==> config.mk <==
export PLATFORM = sky130hd
export DESIGN_NAME = boot_loader
export DESIGN_NICKNAME = d
export VERILOG_FILES = /design/src/rtl/boot_loader.sv
export SDC_FILE = /design/constraint.sdc
export NUM_CORES = 1
export LEC_CHECK = 0
export BUFFER_PORTS_ARGS = -buffer_cell sky130_fd_sc_hd__buf_2
export CORE_MARGIN = 2
export CORE_UTILIZATION = 56
export CTS_BUF_LIST = sky130_fd_sc_hd__clkbuf_8
export DETAILED_ROUTE_END_ITERATION = 8
export PLACE_DENSITY_LB_ADDON = 0.1
export SETUP_SLACK_MARGIN = 0.1
export SKIP_LAST_GASP = 1
export SLEW_MARGIN = 40
export SYNTH_ARGS = -nofsm -noshare
export SYNTH_HDL_FRONTEND = slang
export SYNTH_SLANG_ARGS = --single-unit
export TNS_END_PERCENT = 100
==> constraint.sdc <==
create_clock -name clock -period 2.36 [get_ports clock]
set_input_delay 0.354 -clock clock [delete_from_list [all_inputs] [get_ports clock]]
set_output_delay 0.354 -clock clock [all_outputs]
set_load 0.005 [all_outputs]
==> src/rtl/boot_loader.sv <==
// Boot loader: streams program words into instruction memory one byte per cycle, then
// sequences CPU reset, a bounded run window and halt. Define BOOT_LOADER_CLEAR_EN to zero-fill memory after the last word.
module boot_loader #(
  parameter int ADDR_WIDTH = 10,
  parameter int WORD_BYTES = 4,
  parameter int RST_CYCLES = 2,
  parameter int RUN_CYCLES = 64
) (
  input  logic                    clock,
  input  logic                    rst,
  input  logic                    start,
  input  logic                    load_valid,
  output logic                    load_ready,
  input  logic [8*WORD_BYTES-1:0] load_data,
  input  logic                    load_last,
  output logic                    imem_we,
  output logic [ADDR_WIDTH-1:0]   imem_addr,
  output logic [7:0]              imem_wdata,
  output logic                    cpu_rst,
  output logic                    running,
  output logic                    done
);
  localparam int CNT_MAX = (RUN_CYCLES > RST_CYCLES) ? RUN_CYCLES : RST_CYCLES;
  localparam int CNT_W   = $clog2(CNT_MAX + 1);
  localparam int BC_W    = (WORD_BYTES > 1) ? $clog2(WORD_BYTES) : 1;
  localparam logic [BC_W-1:0]  BC_LAST   = BC_W'(WORD_BYTES - 1);
  localparam logic [CNT_W-1:0] BOOT_LAST = CNT_W'(RST_CYCLES - 1);
  localparam logic [CNT_W-1:0] RUN_LAST  = CNT_W'(RUN_CYCLES - 1);

  typedef enum logic [2:0] {
    S_IDLE,
    S_LOAD,
    S_SPLIT,
    S_BOOT,
    S_RUN,
`ifdef BOOT_LOADER_CLEAR_EN
    S_HALT,
    S_CLEAR
`else
    S_HALT
`endif
  } state_e;

  state_e                  state_q, state_d;
  logic [ADDR_WIDTH-1:0]   ptr_q, ptr_d;
  logic [CNT_W-1:0]        cnt_q, cnt_d;
  logic [BC_W-1:0]         bcnt_q, bcnt_d;
  logic                    last_q, last_d;
  logic [8*WORD_BYTES-1:0] word_q, word_d;

  always_ff @(posedge clock) begin
    if (rst) begin
      state_q <= S_IDLE;
      ptr_q   <= '0;
      cnt_q   <= '0;
      bcnt_q  <= '0;
      last_q  <= 1'b0;
    end else begin
      state_q <= state_d;
      ptr_q   <= ptr_d;
      cnt_q   <= cnt_d;
      bcnt_q  <= bcnt_d;
      last_q  <= last_d;
    end
  end

  // Word shift register: the low byte is always the next byte to write.
  always_ff @(posedge clock) begin
    word_q <= word_d;
  end

  always_comb begin
    state_d = state_q;
    ptr_d   = ptr_q;
    cnt_d   = cnt_q;
    bcnt_d  = bcnt_q;
    last_d  = last_q;
    word_d  = word_q;
    case (state_q)
      S_IDLE: begin
        if (start) begin
          state_d = S_LOAD;
          ptr_d   = '0;
        end
      end
      S_LOAD: begin
        if (load_valid) begin
          word_d  = load_data;
          last_d  = load_last;
          bcnt_d  = '0;
          state_d = S_SPLIT;
        end
      end
      S_SPLIT: begin
        word_d = word_q >> 8;
        ptr_d  = ptr_q + ADDR_WIDTH'(1);
        bcnt_d = bcnt_q + BC_W'(1);
        if (bcnt_q == BC_LAST) begin
          cnt_d = '0;
          if (!last_q) state_d = S_LOAD;
`ifdef BOOT_LOADER_CLEAR_EN
          else if (ptr_d != '0) state_d = S_CLEAR;
`endif
          else state_d = S_BOOT;
        end
      end
`ifdef BOOT_LOADER_CLEAR_EN
      S_CLEAR: begin
        ptr_d = ptr_q + ADDR_WIDTH'(1);
        if (ptr_q == '1) begin
          state_d = S_BOOT;
          cnt_d   = '0;
        end
      end
`endif
      S_BOOT: begin
        cnt_d = cnt_q + CNT_W'(1);
        if (cnt_q == BOOT_LAST) begin
          state_d = S_RUN;
          cnt_d   = '0;
        end
      end
      S_RUN: begin
        cnt_d = cnt_q + CNT_W'(1);
        if (cnt_q == RUN_LAST) begin
          state_d = S_HALT;
          cnt_d   = '0;
        end
      end
      S_HALT: begin
        if (start) begin
          state_d = S_LOAD;
          ptr_d   = '0;
        end
      end
      default: state_d = S_IDLE;
    endcase
  end

  always_comb begin
    load_ready = 1'b0;
    imem_we    = 1'b0;
    imem_addr  = '0;
    imem_wdata = '0;
    cpu_rst    = 1'b1;
    running    = 1'b0;
    done       = 1'b0;
    case (state_q)
      S_LOAD: load_ready = 1'b1;
      S_SPLIT: begin
        imem_we    = 1'b1;
        imem_addr  = ptr_q;
        imem_wdata = word_q[7:0];
      end
`ifdef BOOT_LOADER_CLEAR_EN
      S_CLEAR: begin
        imem_we   = 1'b1;
        imem_addr = ptr_q;
      end
`endif
      S_RUN: begin
        cpu_rst = 1'b0;
        running = 1'b1;
      end
      S_HALT: done = 1'b1;
      default: ;
    endcase
  end
endmodule

==> impl_metrics.tcl, run 1 <==
set metrics [dict create \
    status "finished clean" \
    worstReg2RegStart "cnt_q[0]" \
    die_h_um 73.4 \
    layout_common_cells "buf_2, edfxtp_1, mux2_2" \
    grtUsageTotal_pct 16.6 \
    worst-slew-pin-transition_ps 690 \
    synth_edf_count 32 \
    drv_cap 0 \
    synthesis.area_um2 2690 \
    yosys_warnings 0 \
    async_flop_share_pct 0 \
    die_x_um 73.4 \
    antenna_found_initial 0 \
    clockBufferDepth 2 \
    first_pass_iters 4 \
    finalSetupTns_ps 0 \
    clkLatencyLatePin_ps 310 \
    vias_per_cell 5.25 \
    place_congestion 0.833 \
    start_util_pct 57.4 \
    syn_area_per_cell_um2 11.4 \
    crit_type "reg -> out" \
    synthTopCellsByArea "edfxtp_1, dfxtp_1, mux2_2" \
    routed_wl_mm 4.44 \
    drt_iter0_drc 69 \
    clock-root-buffer "clkbuf_8" \
    min_period_ps 2080 \
    area_growth_pct 16.3 \
    syn_inst 237 \
    worst_hold_startpoint "load_last" \
    drive_above_1_share_pct 36.1 \
    dieArea_um2 5380 \
    port_buffers 59 \
    hpwlAfterDp_mm 3.11 \
    hp-class "in -> reg" \
    final_util_pct 66.8 \
    cts.clk_slew.worst_paths_ps 90 \
    cts_made_buffers 5 \
    antenna_left 0 \
    setup_viol 0 \
    clock_sinks 55 \
    ys.flop_type "edfxtp_1" \
    whs_path_depth 3 \
    drc 0 \
    slew_headroom_pct 53.9 \
    synth.ff_latch_count 55 \
    post-synth-top-area-fraction_pct 35.7 \
    leakage_nw 1.22 \
    syn_nets 278 \
    htree_levels 2 \
    grt_first_pass_wirelength_mm 6.99 \
    grt-ovfl-total 0 \
    diodes 0 \
    row_count 25 \
    grt_max_degree 57 \
    p_per_area_nw_per_um2 995 \
    cts_tree "built" \
    crit_required_ps 2010 \
    reg2regPathDepth 6 \
    crit_start "state_q[0]" \
    layout_commonest_cell "buf_2" \
    fin_worst_skew_ps 8.96 \
    fin_crit_sh_pct 88.3 \
    critPathCaptureType "output pin" \
    io-pin-count 60 \
    yosysUniqueCellTypes 46 \
    cp_max_fo 56 \
    rsz0062_at_grt "no" \
    wl_per_cell_um 12.7 \
    hold_violations 0 \
    core_area_um2 4690 \
    vias 1827 \
    nets 334 \
    synth_top_area_cell "edfxtp_1" \
    fmax_mhz 480 \
    start_kind "flop" \
    ys_seq_area_share_pct 52.8 \
    arrival_ps 1730 \
    irDropWorstVdd_mv 0.529 \
    report.final.slew_viol_count 0 \
    grt_pass1_vias 1584 \
]
-- logic make-up (layout without fill, tap and decap cells) --
logic type               Yosys count  in the layout  share of synthesized area, %
multiplexers                      29             29                          11.9
AND/OR/NAND/NOR                   87             87                          18.2
flip-flops                        55             55                          52.8
XOR/XNOR                           8              8                          2.60
adder cells (fa/ha/maj)            4              4                          1.86
AO/OA/AOI/OAI                     34             34                          9.29
buffers and inverters             20             77                          3.44
-- synth_stat cells (2+ instances only) --
cell type,n
inv_1,7
and2_1,18
nor2_1,20
clkbuf_1,6
o31ai_1,2
o21ai_0,5
buf_2,6
and3_1,2
nand3_1,5
nand4_1,3
a211oi_2,2
a21oi_1,11
nor3_1,4
a31oi_1,3
a22oi_1,2
ha_1,4
edfxtp_1,32
or3_1,2
nand2_1,13
mux2i_1,5
nor2b_1,9
xor2_1,5
mux2_2,24
dfxtp_1,23
xnor2_1,3
-- area by class of cell --
class	count	area [um2]
fill	356	1560
clock buffer	5	68.8
clock inverter	3	21.3
multi-input combinational	162	1180
inverter	7	26.3
sequential	55	1420
timing repair buffer	62	343
tap	54	67.6
-- flip-flops by register name (all words and copies together), names as in the netlist --
signal and count:
bcnt_q 2, state_q 3, last_q 1, word_q 32
ptr_q 10, cnt_q 7
-- metal layers --
layer  track usage, %  part of all wire, %  wire (um)  up-vias
li1                 -                    -          -      962
met2             27.4                   48       2130       37
met1             21.9                   47       2090      823
met5                0                    0          0        -
met4             4.85                 0.77         34        0
met3             3.84                  4.0        177        5
-- final timing paths --
kind         slack, ps             to
max                280  imem_wdata[6]
min                300         last_q
max reg2reg        400     state_q[2]
min reg2reg        480         last_q
-- power breakdown --
part           switching, W  total, W  internal [W]
Combinational      0.000580   0.00108      0.000501
Clock              0.000298  0.000508      0.000209
Sequential         0.000142   0.00153       0.00139
-- metrics by stage --
step           setup slack [ps]  hold slack (ps)  cell area (um2)  cells  total power [W]
6_report                    275              296             3130    348          0.00312
5_1_grt                     157              316             3130    348          0.00333
4_1_cts                     181              292             3130    348          0.00316
3_5_place_dp                400              475             3040    340          0.00264
3_3_place_gp                452              463             3040    340          0.00260
2_1_floorplan               269              448             2690    237          0.00234
-- worst max-delay path, cell delays in order, from the launching register on --
cell	delay, ps
dfxtp_1	780
nor3_2	120
buf_12	210
and2_1	180
buf_2	120
-- what timing repair did --
action | in CTS | in global routing
gates resized for setup | 0 | 1
setup buffers | 0 | 0
hold buffers | 0 | 0
setup endpoints to repair | 0 | 17
No activity file was read; power rests on OpenSTA's default activity.
==> inputs of run 2 (changes only) <==
--- a/config.mk
+++ b/config.mk
@@ -7,9 +7,10 @@
 export LEC_CHECK = 0
 export BUFFER_PORTS_ARGS = -buffer_cell sky130_fd_sc_hd__buf_2
 export CORE_MARGIN = 2
-export CORE_UTILIZATION = 56
+export CORE_UTILIZATION = 60
 export CTS_BUF_LIST = sky130_fd_sc_hd__clkbuf_8
 export DETAILED_ROUTE_END_ITERATION = 8
+export GPL_ROUTABILITY_DRIVEN = 0
 export PLACE_DENSITY_LB_ADDON = 0.1
 export SETUP_SLACK_MARGIN = 0.1
 export SKIP_LAST_GASP = 1
==> constraint.sdc (replaced) <==
create_clock -name clock -period 2.4 [get_ports clock]
set_input_delay 0.36 -clock clock [delete_from_list [all_inputs] [get_ports clock]]
set_output_delay 0.36 -clock clock [all_outputs]
set_load 0.005 [all_outputs]
==> run 2 against run 1 <==
Sequential power about the same. Die area is 6.3% lower. Setup slack improved by 11 ps. Combinational power is essentially flat. Non-clock buffer count grew 2. Via count up 1.0%. Register-to-register slack improved by 60 ps. Power is 2.8% higher. Clock-buffer cell count up 1.
==> impl_metrics.tcl, run 2 (synthesis results as in run 1) <==
set metrics [dict create \
    status "finished clean" \
    arrival_ps 1750 \
    rsz0062_at_grt "no" \
    start_util_pct 61.9 \
    p_per_area_nw_per_um2 1010 \
    htree_levels 2 \
    combinationalPowerShare_pct 33.1 \
    cp_max_fo 23 \
    irDropWorstVdd_mv 0.531 \
    drive_above_1_share_pct 36.8 \
    power_switching_w 0.00101 \
    fill_cells 315 \
    antenna_left 0 \
    diodes 0 \
    wl_per_cell_um 12.7 \
    grt_max_degree 33 \
    io-pin-count 60 \
    routed_wl_mm 4.40 \
    fmax_mhz 473 \
    leakage_nw 1.24 \
    nets 336 \
    placed_area_um2 3040 \
    clock-root-buffer "clkbuf_8" \
    drc 0 \
    seq_power_share_pct 47.1 \
    start_kind "flop" \
    final_util_pct 72.7 \
    min_period_ps 2110 \
    critPathCaptureType "output pin" \
    vias_per_cell 5.30 \
    hpwlAfterDp_mm 3.13 \
    fin_worst_skew_ps 6.24 \
    grt-ovfl-total 0 \
    cts_setup_buffers 0 \
    layoutNonFillerInstCount 348 \
    grtUsageTotal_pct 18.3 \
    layout_commonest_cell "buf_2" \
    clock_power_share_pct 19.8 \
    regArea_um2 1420 \
    first_pass_iters 4 \
    clkLatencyLatePin_ps 300 \
    vias 1846 \
    layout_common_cells "buf_2, edfxtp_1, mux2_2" \
    fin_crit_sh_pct 88.1 \
    slew_headroom_pct 52.9 \
    cts_made_buffers 5 \
    drt_iter0_drc 57 \
    worst-slew-pin-transition_ps 706 \
    setup_viol 0 \
    grt_first_pass_wirelength_mm 7.28 \
    clock_sinks 55 \
    antenna_found_initial 0 \
    report.final.slew_viol_count 0 \
    crit_required_ps 2040 \
    row_count 24 \
    area_growth_pct 17.5 \
    reg2regPathDepth 6 \
    dp.cells 340 \
    largest_reg_flops 32 \
    cts.clk_slew.worst_paths_ps 90 \
    multi_input_area_um2 1180 \
    drv_cap 0 \
    regMostFlops "word_q" \
    die_h_um 71.0 \
    cts_tree "built" \
    port_buffers 59 \
    hold_violations 0 \
    largest_registers "word_q: 32 flops, ptr_q: 10 flops, cnt_q: 7 flops" \
    clockBufferDepth 2 \
    hp-class "in -> reg" \
    crit_type "reg -> out" \
    sw_frac_of_total_pct 31.4 \
    final_cell_area_um2 3170 \
    finalSetupTns_ps 0 \
    power.internal_w 0.00220 \
    dieArea_um2 5040 \
    grt_pass1_vias 1671 \
    hold_buffers 0 \
    whs_path_depth 3 \
    die_x_um 71.0 \
    core_area_um2 4350 \
]
-- run 2: changes by cell type in the layout (fill, tap and decap cells not counted) --
cell       change
clkbuf_8       +1
bufinv_16      +1
buf_12         -1
inv_6          +1
buf_4          +3
clkinv_4       -2
inv_1          -1
-- run 2: per-stage QoR --
step,setup WS (ps),hold WS [ps],power [W]
2_1_floorplan,309,448,0.00230
3_3_place_gp,501,460,0.00256
3_5_place_dp,463,473,0.00260
4_1_cts,169,290,0.00324
5_1_grt,164,300,0.00340
6_report,286,299,0.00321
-- run 2: worst paths after layout --
path                                  from            end  slack (ps)
worst max-delay path            state_q[0]  imem_wdata[6]         290
worst min-delay path             load_last         last_q         300
worst max register to register    cnt_q[0]     state_q[1]         460
worst min register to register      last_q         last_q         490
-- run 2: per-layer routing --
layer,global-route usage (%),part of all wire [%]
met1,23.7,47
met3,4.70,4.8
met2,29.8,47
met5,0,0
met4,6.92,1.9
-- run 2: layout make-up --
type                    count  area share (%)
flip-flops and latches     55            44.9
inverters                   7           0.830
repair buffers             64            10.9
clock inverters             2            1.23
clock buffers               6            2.61
multi-input cells         162            37.4
well taps                  52            2.06
-- run 2: timing repair --
action	in CTS	in global routing
hold endpoints to repair	0	0
resized for setup	0	1
setup endpoints to repair	0	2
-- run 2: critical path, cell delays in order (launching register included) --
cell,delay (ps)
dfxtp_1,790
nor3_2,110
buf_4,260
and2_1,180
buf_2,120
-- run 2: power groups by stage --
stage               Combinational (W)  Sequential [W]  Clock [W]
global route                  0.00118         0.00154   0.000689
floorplan                    0.000863         0.00144          0
CTS                           0.00108         0.00151   0.000658
global placement              0.00105         0.00151          0
detailed placement            0.00107         0.00153          0
finish                        0.00106         0.00151   0.000636
